<file path="src/rtl/xor_stream_descrambler.sv">
// xor_stream_descrambler
// Receive-side descrambler for a 32-bit XOR-scrambled word stream.
// The transmitter keystream is rebuilt with a 32-bit Galois LFSR that is
// advanced 32 steps per accepted word. The LFSR returns to SEED after the
// last word of every frame. One registered valid/ready output stage.
// Optional build: define XOR_STREAM_CHECKSUM_EN to add a per-frame XOR
// checksum of the plaintext (chk_valid / checksum ports).

module xor_stream_descrambler #(
   parameter logic [31:0] POLY = 32'h04C11DB7,
   parameter logic [31:0] SEED = 32'hFFFFFFFF
) (
   input  logic        clk,
   input  logic        rst_n,
   input  logic        seed_load,
   input  logic [31:0] seed_val,
   input  logic        in_valid,
   output logic        in_ready,
   input  logic [31:0] in_data,
   input  logic        in_last,
   output logic        out_valid,
   input  logic        out_ready,
   output logic [31:0] out_data,
   output logic        out_last,
   output logic [15:0] word_count
`ifdef XOR_STREAM_CHECKSUM_EN
   ,
   output logic        chk_valid,
   output logic [31:0] checksum
`endif
);

   // 32 Galois steps unrolled into one combinational block per word.
   function automatic logic [31:0] f_advance(input logic [31:0] s);
      logic [31:0] v;
      v = s;
      for (int i = 0; i < 32; i++) begin
         v = {v[30:0], 1'b0} ^ (v[31] ? POLY : 32'h0);
      end
      return v;
   endfunction

   logic [31:0] r_lfsr;
   logic        r_out_valid;
   logic [31:0] r_out_data;
   logic        r_out_last;
   logic [15:0] r_word_count;

   logic        w_in_ready;
   logic        w_accept;
   logic [31:0] w_plain;
   logic [31:0] w_next_key;

   // Ready whenever the output stage is empty or draining; a seed load
   // owns the LFSR for its cycle so no word may be taken then.
   always_comb begin
      w_in_ready = !seed_load && (!r_out_valid || out_ready);
      w_accept   = in_valid && w_in_ready;
      w_plain    = in_data ^ r_lfsr;
      w_next_key = f_advance(r_lfsr);
   end

   // Keystream state, output register and frame word counter.
   always_ff @(posedge clk or negedge rst_n) begin
      if (!rst_n) begin
         r_lfsr       <= SEED;
         r_out_valid  <= 1'b0;
         r_out_data   <= 32'h0;
         r_out_last   <= 1'b0;
         r_word_count <= 16'h0;
      end else begin
         if (seed_load) begin
            r_lfsr <= seed_val;
         end else if (w_accept) begin
            r_lfsr <= in_last ? SEED : w_next_key;
         end

         if (w_accept) begin
            r_out_valid <= 1'b1;
            r_out_data  <= w_plain;
            r_out_last  <= in_last;
         end else if (out_ready) begin
            r_out_valid <= 1'b0;
         end

         if (w_accept) begin
            if (in_last) begin
               r_word_count <= 16'h0;
            end else if (r_word_count != 16'hFFFF) begin
               r_word_count <= r_word_count + 16'd1;
            end
         end
      end
   end

   assign in_ready   = w_in_ready;
   assign out_valid  = r_out_valid;
   assign out_data   = r_out_data;
   assign out_last   = r_out_last;
   assign word_count = r_word_count;

`ifdef XOR_STREAM_CHECKSUM_EN
   logic [31:0] r_acc;
   logic [31:0] r_checksum;
   logic        r_chk_valid;

   // Running XOR of the frame's plaintext; published on the last word so
   // chk_valid rises together with out_valid for that word.
   always_ff @(posedge clk or negedge rst_n) begin
      if (!rst_n) begin
         r_acc       <= 32'h0;
         r_checksum  <= 32'h0;
         r_chk_valid <= 1'b0;
      end else begin
         r_chk_valid <= 1'b0;
         if (w_accept) begin
            if (in_last) begin
               r_checksum  <= r_acc ^ w_plain;
               r_chk_valid <= 1'b1;
               r_acc       <= 32'h0;
            end else begin
               r_acc <= r_acc ^ w_plain;
            end
         end
      end
   end

   assign chk_valid = r_chk_valid;
   assign checksum  = r_checksum;
`endif

endmodule

</file>
<file path="config.mk">
export PLATFORM = sky130hd
export DESIGN_NAME = xor_stream_descrambler
export DESIGN_NICKNAME = d
export VERILOG_FILES = /design/src/rtl/xor_stream_descrambler.sv
export SDC_FILE = /design/constraint.sdc
export NUM_CORES = 1
export LEC_CHECK = 0
export ABC_AREA = 1
export ABC_CLOCK_PERIOD_IN_PS = 3100
export CAP_MARGIN = 20
export CORE_ASPECT_RATIO = 0.6
export CORE_MARGIN = 1
export CORE_UTILIZATION = 50
export CTS_CLUSTER_DIAMETER = 150
export CTS_CLUSTER_SIZE = 40
export DETAILED_ROUTE_END_ITERATION = 10
export GPL_TIMING_DRIVEN = 0
export PLACE_DENSITY = 0.74
export SLEW_MARGIN = 30
export SYNTH_ARGS = -nofsm -noshare
export SYNTH_HDL_FRONTEND = slang
export SYNTH_SLANG_ARGS = --single-unit
</file>
<file path="constraint.sdc">
create_clock -name clk -period 3.1 [get_ports clk]
set_input_delay 0.62 -clock clk [delete_from_list [all_inputs] [get_ports clk]]
set_output_delay 0.62 -clock clk [all_outputs]
set_load 0.02 [all_outputs]
</file>
==> Word-level counts from Yosys, hierarchy flattened <==
Index checks and enable logic that the tools add are counted.
{ "classes": {"n_mux": 39, "n_div": 0, "n_lt_le_gt_ge": 0, "multipliers": 0, "n_reduce_logical": 9, "n_addsub": 1, "n_shift": 0, "n_bitwise": 33, "eq_ne": 1} }
{ "op_table": {"columns": ["op", "count"], "rows": [
  ["$xor 32x27->32", 32],
  ["$mux 27", 32],
  ["$mux 32", 3],
  ["$mux 16", 2],
  ["$xor 32x32->32", 1],
  ["$add 16x1->16 const B", 1],
  ["$ne 16x16->1 const B", 1],
  ["$reduce_bool 2->1", 3],
  ["$logic_and 1x1->1", 2],
  ["$logic_not 1->1", 2],
  ["$mux 1", 2],
  ["$reduce_and 2->1", 1],
  ["$logic_or 1x1->1", 1]
]} }
{ "word_totals": {"in_bits": 70, "mem_count": 0, "mem_bits_rw": 0, "rom_bits": 0, "reg_bits": 82, "latchBits": 0, "output_inout_bits": 51} }

==> Longest topological paths before layout <==
Gate-level depths: netlist of run 1.
{ "logic_depth": {"depth_word": 67, "ltp_mapped": 27, "mapped_depth_nobuf": 25} }

==> Least setup slack after synthesis of run 1 <==
No wires, ideal clock.
{ "synth_timing": {"path_kind": "in2reg", "start": "in seed_load", "end": "reg r_word_count[14] (netlist: word_count[14])", "stages": 13, "setup_slack_ps": 379, "path_buffers": 1, "t_arrival_ps": 2598, "setup_ps": 123, "path_cell_list": "clkbuf_1 > nor2_1 > nand2_1 > inv_1 > nand2_1 > nor2_1 > inv_1 > nor3_1 > nand2_1 > nor3_1 > nand2_1 > o21ai_0 > a21oi_1"} }
{ "synth_via": {"elab_chain_len": 4} }
{ "synth_lines": {"columns": ["element", "line", "source"], "rows": [
  ["start: declaration", "15", "input logic seed_load,"],
  ["$logic_not 1->1", "57", "w_in_ready = !seed_load && (!r_out_valid || out_ready);"],
  ["$logic_and 1x1->1", "57", null],
  ["named net in_ready", "18", "output logic in_ready,"],
  ["$logic_and 1x1->1", "58", "w_accept = in_valid && w_in_ready;"],
  ["$reduce_and 2->1 (no line)", null, null],
  ["end signal: assignment", "90", "r_word_count <= r_word_count + 16'd1;"],
  ["end: declaration", "47", "logic [15:0] r_word_count;"]
]} }
The timed path passes the listed nets, and every way through them passes these cells.
A chain may end at the register's enable or synchronous reset.

==> Worst setup path after layout of run 1 <==
{ "layout_timing": {"start": "reg r_lfsr[27]", "end": "reg r_lfsr[17]"} }
{ "layout_via": {"elab_chain_len": 39} }
{ "layout_lines": {"columns": ["element", "line", "source"], "rows": [
  ["start: declaration", "43", "logic [31:0] r_lfsr;"],
  ["start signal: assignment", "73", "r_lfsr <= seed_val;"],
  ["start signal: assignment", "75", "r_lfsr <= in_last ? SEED : w_next_key;"],
  ["$xor 32x27->32 * (4 in a row)", "38", "v = {v[30:0], 1'b0} ^ (v[31] ? POLY : 32'h0);"],
  ["$mux 27 *", "38", null],
  ["$xor 32x27->32 * (6 in a row)", "38", null],
  ["$mux 27 / $xor 32x27->32 (equally long branches)", "38", null],
  ["$xor 32x27->32 * (6 in a row)", "38", null],
  ["$mux 27 / $xor 32x27->32 (equally long branches)", "38", null],
  ["$xor 32x27->32 * (6 in a row)", "38", null],
  ["$mux 27 / $xor 32x27->32 (equally long branches)", "38", null],
  ["$xor 32x27->32 * (10 in a row)", "38", null],
  ["$mux 32 *", "75", null],
  ["$mux 32 *", "74", "end else if (w_accept) begin"],
  ["$mux 32 *", "72", "if (seed_load) begin"]
]} }
Mark *: on every way between the ends. The rest lies on a longest branch, timed or not. The select of a mux whose other input is x is not followed.

==> results of run 1 <==
stage by stage:
| stage | worst slack [ns] | instance area (sq um) |
|---|---|---|
| 2_1_floorplan | 0.379 | 8520 |
| 3_3_place_gp | -1.62 | 9990 |
| 3_5_place_dp | -0.308 | 10000 |
| 4_1_cts | -0.0655 | 10500 |
| 5_1_grt | -0.157 | 11700 |
| 6_report | 0.00608 | 11700 |
state kept, by name, summed over array words and instances (netlist names):
name and count:
out_data 32, out_last 1, out_valid 1, r_lfsr 32, word_count 16
worst paths after layout:
kind | startpoint | end | slack, ns | depth (start not counted)
worst max-delay path | r_lfsr[27] | r_lfsr[17] | 0.006 | 20
worst min-delay path | rst_n | out_data[28] | 0.09 | 1
worst max register to register | r_lfsr[27] | r_lfsr[17] | 0.006 | 20
worst min register to register | out_data[0] | out_data[0] | 0.49 | 2
max in group asynchronous | rst_n | r_lfsr[23] | 2.39 | 2
min in group clk | out_data[0] | out_data[0] | 0.49 | 2
metal layers:
layer | track usage (%) | routed length, um
met1 | 54.7 | 14800
met3 | 9.94 | 4220
met5 | 0 | 0
met2 | 48.0 | 12800
met4 | 3.67 | 331
logic make-up (layout without fill, tap and decap cells):
logic type / Yosys count / count (layout)
AOI/OAI and AO/OA: 98 / 98
xor gates and xnor gates: 154 / 154
adders and majority gates: 1 / 1
buffers and inverters: 127 / 325
DFF: 82 / 82
and+or+nand+nor: 834 / 834
cell type report:
type / instances / area, sq um / share of cell area, %
Clock buffer: 11 / 275 / 2.35
Sequential cell: 82 / 2090 / 17.9
Multi-Input combinational cell: 1087 / 6650 / 56.8
Clock inverter: 5 / 70.1 / 0.599
Tap cell: 228 / 285 / 2.44
Timing Repair Buffer: 183 / 1730 / 14.8
Inverter: 100 / 410 / 3.51
Buffer: 26 / 195 / 1.67
timing repair:
action                     CTS  global route
resized for setup           21           157
buffers inserted             2            61
setup endpoints to repair   22            32
pin swaps                    2            43
critical path, stage by stage (launching register included):
cell and delay, ns:
sky130_fd_sc_hd__dfstp_2 0.67, sky130_fd_sc_hd__buf_4 0.17, sky130_fd_sc_hd__nand2_4 0.07, sky130_fd_sc_hd__nand2_4 0.08, sky130_fd_sc_hd__nand2_2 0.08, sky130_fd_sc_hd__nand2_2 0.09
sky130_fd_sc_hd__nand2_1 0.10, sky130_fd_sc_hd__nand2_4 0.18, sky130_fd_sc_hd__nand3_4 0.10, sky130_fd_sc_hd__nand2_2 0.12, sky130_fd_sc_hd__nand2_1 0.10, sky130_fd_sc_hd__nand2_4 0.15
sky130_fd_sc_hd__xor2_4 0.19, sky130_fd_sc_hd__buf_4 0.15, sky130_fd_sc_hd__nand2_1 0.08, sky130_fd_sc_hd__nand3_2 0.09, sky130_fd_sc_hd__nand2_2 0.10, sky130_fd_sc_hd__nand2_1 0.08
sky130_fd_sc_hd__nand2_1 0.06, sky130_fd_sc_hd__o21ai_2 0.24, sky130_fd_sc_hd__nand2_1 0.11
cells in the final DEF (no fill, tap or decap), types with 11 or more instances in the layout:
cell,synthesis,final
sky130_fd_sc_hd__inv_1,78,78
sky130_fd_sc_hd__nand2_1,501,450
sky130_fd_sc_hd__nand3_1,153,120
sky130_fd_sc_hd__nand3_2,15,41
sky130_fd_sc_hd__o21ai_0,45,44
sky130_fd_sc_hd__xor2_1,78,65
sky130_fd_sc_hd__a21oi_1,18,17
sky130_fd_sc_hd__clkbuf_1,15,15
sky130_fd_sc_hd__nor2_1,48,45
sky130_fd_sc_hd__nand2_2,66,83
sky130_fd_sc_hd__xnor2_1,66,62
sky130_fd_sc_hd__dfstp_2,32,32
sky130_fd_sc_hd__nand2_4,22,51
sky130_fd_sc_hd__dfrtp_1,50,50
sky130_fd_sc_hd__clkdlybuf4s50_1,0,118
sky130_fd_sc_hd__xor2_2,5,14
sky130_fd_sc_hd__buf_4,3,60
sky130_fd_sc_hd__clkbuf_16,0,11
==> Implementation_results.wiki, run 1 <==
{| class="wikitable"
! Metric !! Value
|-
| Multiplexer fraction of the synthesized cell area || 0%
|-
| Yosys top cell area share || 22.1%
|-
| Initial antenna violation count || 0
|-
| Routed wirelength normalized by instance count || 18.7 um
|-
| Count of buffers inserted at the top-level ports || 119
|-
| Die boundary width || 170 um
|-
| Number of fillers in the final layout || 1344
|-
| Number of hold buffers added after CTS || 0
|-
| Number of H-tree levels || 3
|-
| Final critical-path share of the clock period || 99.8%
|-
| Min-delay worst type || in -> async
|-
| Summed instance area of the synthesized netlist || 8520 sq um
|-
| Core footprint || 16400 sq um
|-
| Pin count of the biggest net entering global routing || 69
|-
| Number of global-route vias before repair || 7777
|-
| Count of warnings emitted by yosys || 0
|-
| Actual transition at the worst max-transition pin || 0.671 ns
|-
| Dominant combinational cell family by area after synthesis || simple AND/OR/NAND/NOR gates
|-
| Data required time of the critical path || 3.37 ns
|-
| Number of violations of the max-capacitance limit || 0
|-
| Dominant synthesized flop cell || sky130_fd_sc_hd__dfrtp_1
|-
| Area added between synthesis and finish || 37.4%
|-
| Routed vias || 9562
|-
| Simple-Gate Fraction of Synth Area || 45.1%
|-
| Max Transition Viols Final || 0
|-
| Detailed-route wire length || 32200 um
|-
| Final-stage net count || 1560
|-
| Count of nets left with antenna violations after detail routing || 0
|-
| Kind of critical path || reg -> reg
|-
| Post-synthesis cell count || 1296
|-
| Clock latency on the worst-skew pair || 0.35 ns
|-
| Dominant cells by area after synthesis || sky130_fd_sc_hd__nand2_1 (22%), sky130_fd_sc_hd__dfrtp_1 (15%), sky130_fd_sc_hd__dfstp_2 (9.9%), sky130_fd_sc_hd__nand3_1 (9.0%), sky130_fd_sc_hd__xor2_1 (8.0%)
|-
| Total of flip-flops plus latches after synthesis || 82
|-
| Wire length of the first global-routing pass || 44800 um
|-
| Peak fanout along the critical path || 6
|-
| Vias per Instance || 5.55
|-
| Final Core Density || 71.2%
|-
| CP endpoint kind || register
|-
| Clk root buf || sky130_fd_sc_hd__clkbuf_16
|-
| Outcome || finished, final reports clean
|-
| Count of TritonRoute iterations in the first routing pass || 6
|-
| GRT overflow || 0
|-
| CTS tree || yes
|-
| Shortest clock period the worst path allows after layout || 3.09 ns
|-
| Clock tree buffer depth || 2
|-
| Most instantiated library cell after synthesis || sky130_fd_sc_hd__nand2_1
|-
| Antenna diodes || 0
|-
| Unrepaired setup endpoints after global routing || true
|-
| Vert. Die Dim || 103 um
|-
| Critical path arrival || 3.37 ns
|-
| Synth Area in Adders || 0.147%
|-
| Final setup violation count || 0
|-
| Share of async-settable or async-resettable flops after synthesis || 100%
|-
| Number of nets produced by synthesis || 1367
|-
| Per-instance average area after synthesis || 6.57 sq um
|-
| Tightest slew margin relative to the limit || 55.3%
|-
| Area of the die || 17600 sq um
|-
| Hold Worst Slack || 0.0881 ns
|-
| Synth area leader || sky130_fd_sc_hd__nand2_1
|-
| Worst setup SP type || register
|-
| Post-synthesis compound-gate area fraction || 6.49%
|-
| Post-Place Cells || 1644
|-
| GP Congestion || 0.984
|-
| Final setup skew || 0.0120 ns
|-
| Highest clock frequency the design can meet || 323 MHz
|-
| Commonest cells post-synth || sky130_fd_sc_hd__nand2_1 (501), sky130_fd_sc_hd__nand3_1 (153), sky130_fd_sc_hd__inv_1 (78), sky130_fd_sc_hd__xor2_1 (78)
|-
| Synth Area in XOR/XNOR || 17.1%
|-
| Clock buffers created by TritonCTS || 9
|-
| FP Rows || 36
|-
| Initial detailed-routing violation count || 1126
|-
| Total Negative Setup Slacks || 0 ns
|-
| Fin. Hold Viols || 0
|-
| Count of non-filler cells in the finished layout || 1722
|-
| Total clock sinks || 82
|-
| Library cells used by synthesis || 45
|-
| Ratio of cells with drive above 1 in the final layout || 24.9%
|-
| Count of flip-flops with a built-in enable after synthesis || 0
|-
| HPWL after detailed placement || 24600 um
|-
| Share of synthesized area occupied by flip-flops and latches || 24.6%
|-
| Total I/O pin count || 121
|-
| Clock transition at the register clock pins on the worst setup and hold paths after CTS || 0.07 ns
|-
| Starting density of the core || 51.8%
|-
| Number of remaining DRC errors || 0
|-
| GRT Overall Usage || 35.0%
|}
Power of run 1 is left out: the tool's default activity adds up to more than one toggle a clock period on the data nets, which glitch-free logic cannot reach.
==> inputs of run 2 (changes only) <==
Settings changed: CAP_MARGIN 20 to 10, SLEW_MARGIN 30 to 5.
==> run 2 against run 1 <==
The run now ends with setup timing left. Sequential share of layout area decreased by 0.49 points. Count of clock-buffer cells in the layout decreased by 1. Core utilization increased by 2.0 points. Cell area increased by 2.8%. Global-route usage increased by 0.53 points. Die area unchanged. Fmax decreased by 0.39%. Cell count increased by 0.81%. Worst hold slack improved by 0.054 ns. Via count increased by 1.7%. Wire length increased by 4.5%. Highest routed layer is now met5.
==> Implementation_results.wiki, run 2 (synthesis results as in run 1) <==
{| class="wikitable"
! Metric !! Value
|-
| Number of global-route vias before repair || 8015 (+3.1%)
|-
| Top library cells by usage in the layout, fill and taps aside || sky130_fd_sc_hd__nand2_1 (429), sky130_fd_sc_hd__clkdlybuf4s50_1 (118), sky130_fd_sc_hd__nand3_1 (111)
|-
| Data required time of the critical path || 3.37 ns (about the same)
|-
| Post-Place Cells || 1644 (unchanged)
|-
| Total I/O pin count || 121 (unchanged)
|-
| Ratio of cells with drive above 1 in the final layout || 28.1% (+3.2 points)
|-
| Crit path setup slack, layout || -0.00594 ns (-0.0120 ns)
|-
| Fin. Hold Viols || 0 (unchanged)
|-
| Initial antenna violation count || 0 (unchanged)
|-
| Clk root buf || sky130_fd_sc_hd__clkbuf_16
|-
| CTS tree || yes
|-
| GRT overflow || 0 (unchanged)
|-
| Routed vias || 9729 (+1.7%)
|-
| Clock tree buffer depth || 2 (unchanged)
|-
| Critical path arrival || 3.38 ns (about the same)
|-
| Vias per Instance || 5.60 (+0.93%)
|-
| Global Route met3 Usage || 8.87% (-1.1 points)
|-
| Commonest non-fill, non-tap cell in the layout || sky130_fd_sc_hd__nand2_1
|-
| Number of remaining DRC errors || 0 (unchanged)
|-
| Met2 track demand over resource in global routing || 49.5% (+1.6 points)
|-
| Vert. Die Dim || 103 um (unchanged)
|-
| Area added between synthesis and finish || 41.3%
|-
| Initial detailed-routing violation count || 1064 (-5.5%)
|-
| Final critical-path share of the clock period || 100% (+0.39 points)
|-
| Grt peak-use layer || met1
|-
| Clock transition at the register clock pins on the worst setup and hold paths after CTS || 0.07 ns (about the same)
|-
| Detailed-route wire length || 33600 um (+4.5%)
|-
| Wire length of the first global-routing pass || 45500 um (+1.6%)
|-
| Area of the die || 17600 sq um (unchanged)
|-
| Actual transition at the worst max-transition pin || 0.703 ns (+0.0320 ns)
|-
| Final setup skew || 0.00969 ns (-0.00231 ns)
|-
| GRT Overall Usage || 35.6% (+0.53 points)
|-
| Count of nets left with antenna violations after detail routing || 0 (unchanged)
|-
| Kind of critical path || reg -> reg
|-
| Highest clock frequency the design can meet || 322 MHz (-0.39%)
|-
| FP Rows || 36 (unchanged)
|-
| Finished Cell Area || 12000 sq um (+2.8%)
|-
| Violated checks || setup timing
|-
| DP Worst Slack || -0.325 ns (-0.0172 ns)
|-
| Count of non-filler cells in the finished layout || 1736 (+0.81%)
|-
| Die boundary width || 170 um (unchanged)
|-
| Pin count of the biggest net entering global routing || 66 (-4.3%)
|-
| Final setup violation count || 1 (+1)
|-
| Total clock sinks || 82 (unchanged)
|-
| Clock buffers created by TritonCTS || 9 (unchanged)
|-
| Starting density of the core || 51.8% (unchanged)
|-
| Clock latency on the worst-skew pair || 0.35 ns (about the same)
|-
| Count of buffers inserted at the top-level ports || 119 (unchanged)
|-
| HPWL after detailed placement || 24700 um (+0.25%)
|-
| Number of H-tree levels || 3 (unchanged)
|-
| Number of hold buffers added after CTS || 0 (unchanged)
|-
| Antenna diodes || 0 (unchanged)
|-
| Worst setup SP type || register
|-
| CP endpoint kind || register
|-
| Tightest slew margin relative to the limit || 53.1% (-2.1 points)
|-
| Placed Instance Area || 10000 sq um (about the same)
|-
| Core footprint || 16400 sq um (unchanged)
|-
| Min-delay worst type || in -> async
|-
| GP Congestion || 0.984 (unchanged)
|-
| Number of violations of the max-capacitance limit || 0 (unchanged)
|-
| Area of the multi-input gates || 6880 sq um (+3.6%)
|-
| Max Transition Viols Final || 0 (unchanged)
|-
| Area of all sequential standard cells || 2090 sq um (unchanged)
|-
| Peak fanout along the critical path || 10 (+4)
|-
| Depth of the most critical reg-to-reg path || 18 (-10%)
|-
| Final Core Density || 73.2% (+2.0 points)
|-
| Routed wirelength normalized by instance count || 19.4 um (+3.6%)
|-
| Global routing met1 resource utilization || 55.1% (+0.43 points)
|-
| Final-stage net count || 1574 (+0.90%)
|-
| Number of fillers in the final layout || 1322 (-1.6%)
|-
| Shortest clock period the worst path allows after layout || 3.11 ns (+0.0120 ns)
|-
| Unrepaired setup endpoints after global routing || true
|-
| Outcome || finished with violations
|-
| Count of TritonRoute iterations in the first routing pass || 5 (-1)
|}
run 2: critical path, cell delays in order, from the launching register on:
cell and delay (ns):
sky130_fd_sc_hd__dfstp_2 0.59, sky130_fd_sc_hd__buf_12 0.18, sky130_fd_sc_hd__xor2_4 0.22, sky130_fd_sc_hd__buf_12 0.15
sky130_fd_sc_hd__nand2_1 0.08, sky130_fd_sc_hd__nand2_1 0.12, sky130_fd_sc_hd__nand2_1 0.08, sky130_fd_sc_hd__nand2_2 0.16
sky130_fd_sc_hd__nand2_2 0.13, sky130_fd_sc_hd__nand2_8 0.14, sky130_fd_sc_hd__xor2_2 0.20, sky130_fd_sc_hd__xor2_1 0.20
sky130_fd_sc_hd__nand2_1 0.12, sky130_fd_sc_hd__nand3_2 0.10, sky130_fd_sc_hd__nand2_4 0.08, sky130_fd_sc_hd__nand2_1 0.07
sky130_fd_sc_hd__nand2_1 0.07, sky130_fd_sc_hd__o21ai_2 0.22, sky130_fd_sc_hd__nand2_1 0.11
run 2: final timing paths:
kind                            start           end  slack (ns)
max reg2reg                r_lfsr[30]    r_lfsr[17]      -0.006
max in group asynchronous       rst_n    r_lfsr[10]        2.30
min                             rst_n  out_data[28]        0.14
max                        r_lfsr[30]    r_lfsr[17]      -0.006
min reg2reg                  out_last      out_last        0.49
min in group clk             out_last      out_last        0.49
run 2: area by class of cell:
cell class	count	area share (%)
buffer	26	1.80
clock buffer	10	1.99
clock inverter	6	0.572
inverter	100	3.43
multi-input combinational	1088	57.2
sequential	82	17.4
tap	228	2.37
timing repair buffer	196	15.3
run 2: layer usage:
metal / vias up / share of wire (%)
li1: 4520 / -
met1: 4560 / 45
met2: 573 / 40
met3: 74 / 13
met4: 2 / 1.6
met5: - / 0.23
run 2: timing repair:
item | CTS | global route
buffers inserted | 9 | 67
endpoints found under the setup margin | 21 | 31
resized for setup | 33 | 205
gates cloned | 0 | 1
hold endpoints to repair | 0 | 0
pin swaps | 7 | 68
run 2: metrics by stage:
stage | hold slack, ns | TNS (ns)
final | 0.142 | -0.00594
after global routing | 0.153 | -1.55
after CTS | 0.149 | -0.0727
after detailed placement | 0.473 | -2.22
after global placement | 0.467 | -101.44
after floorplan | 0.324 | 0
Power of run 2 is left out for the same reason.
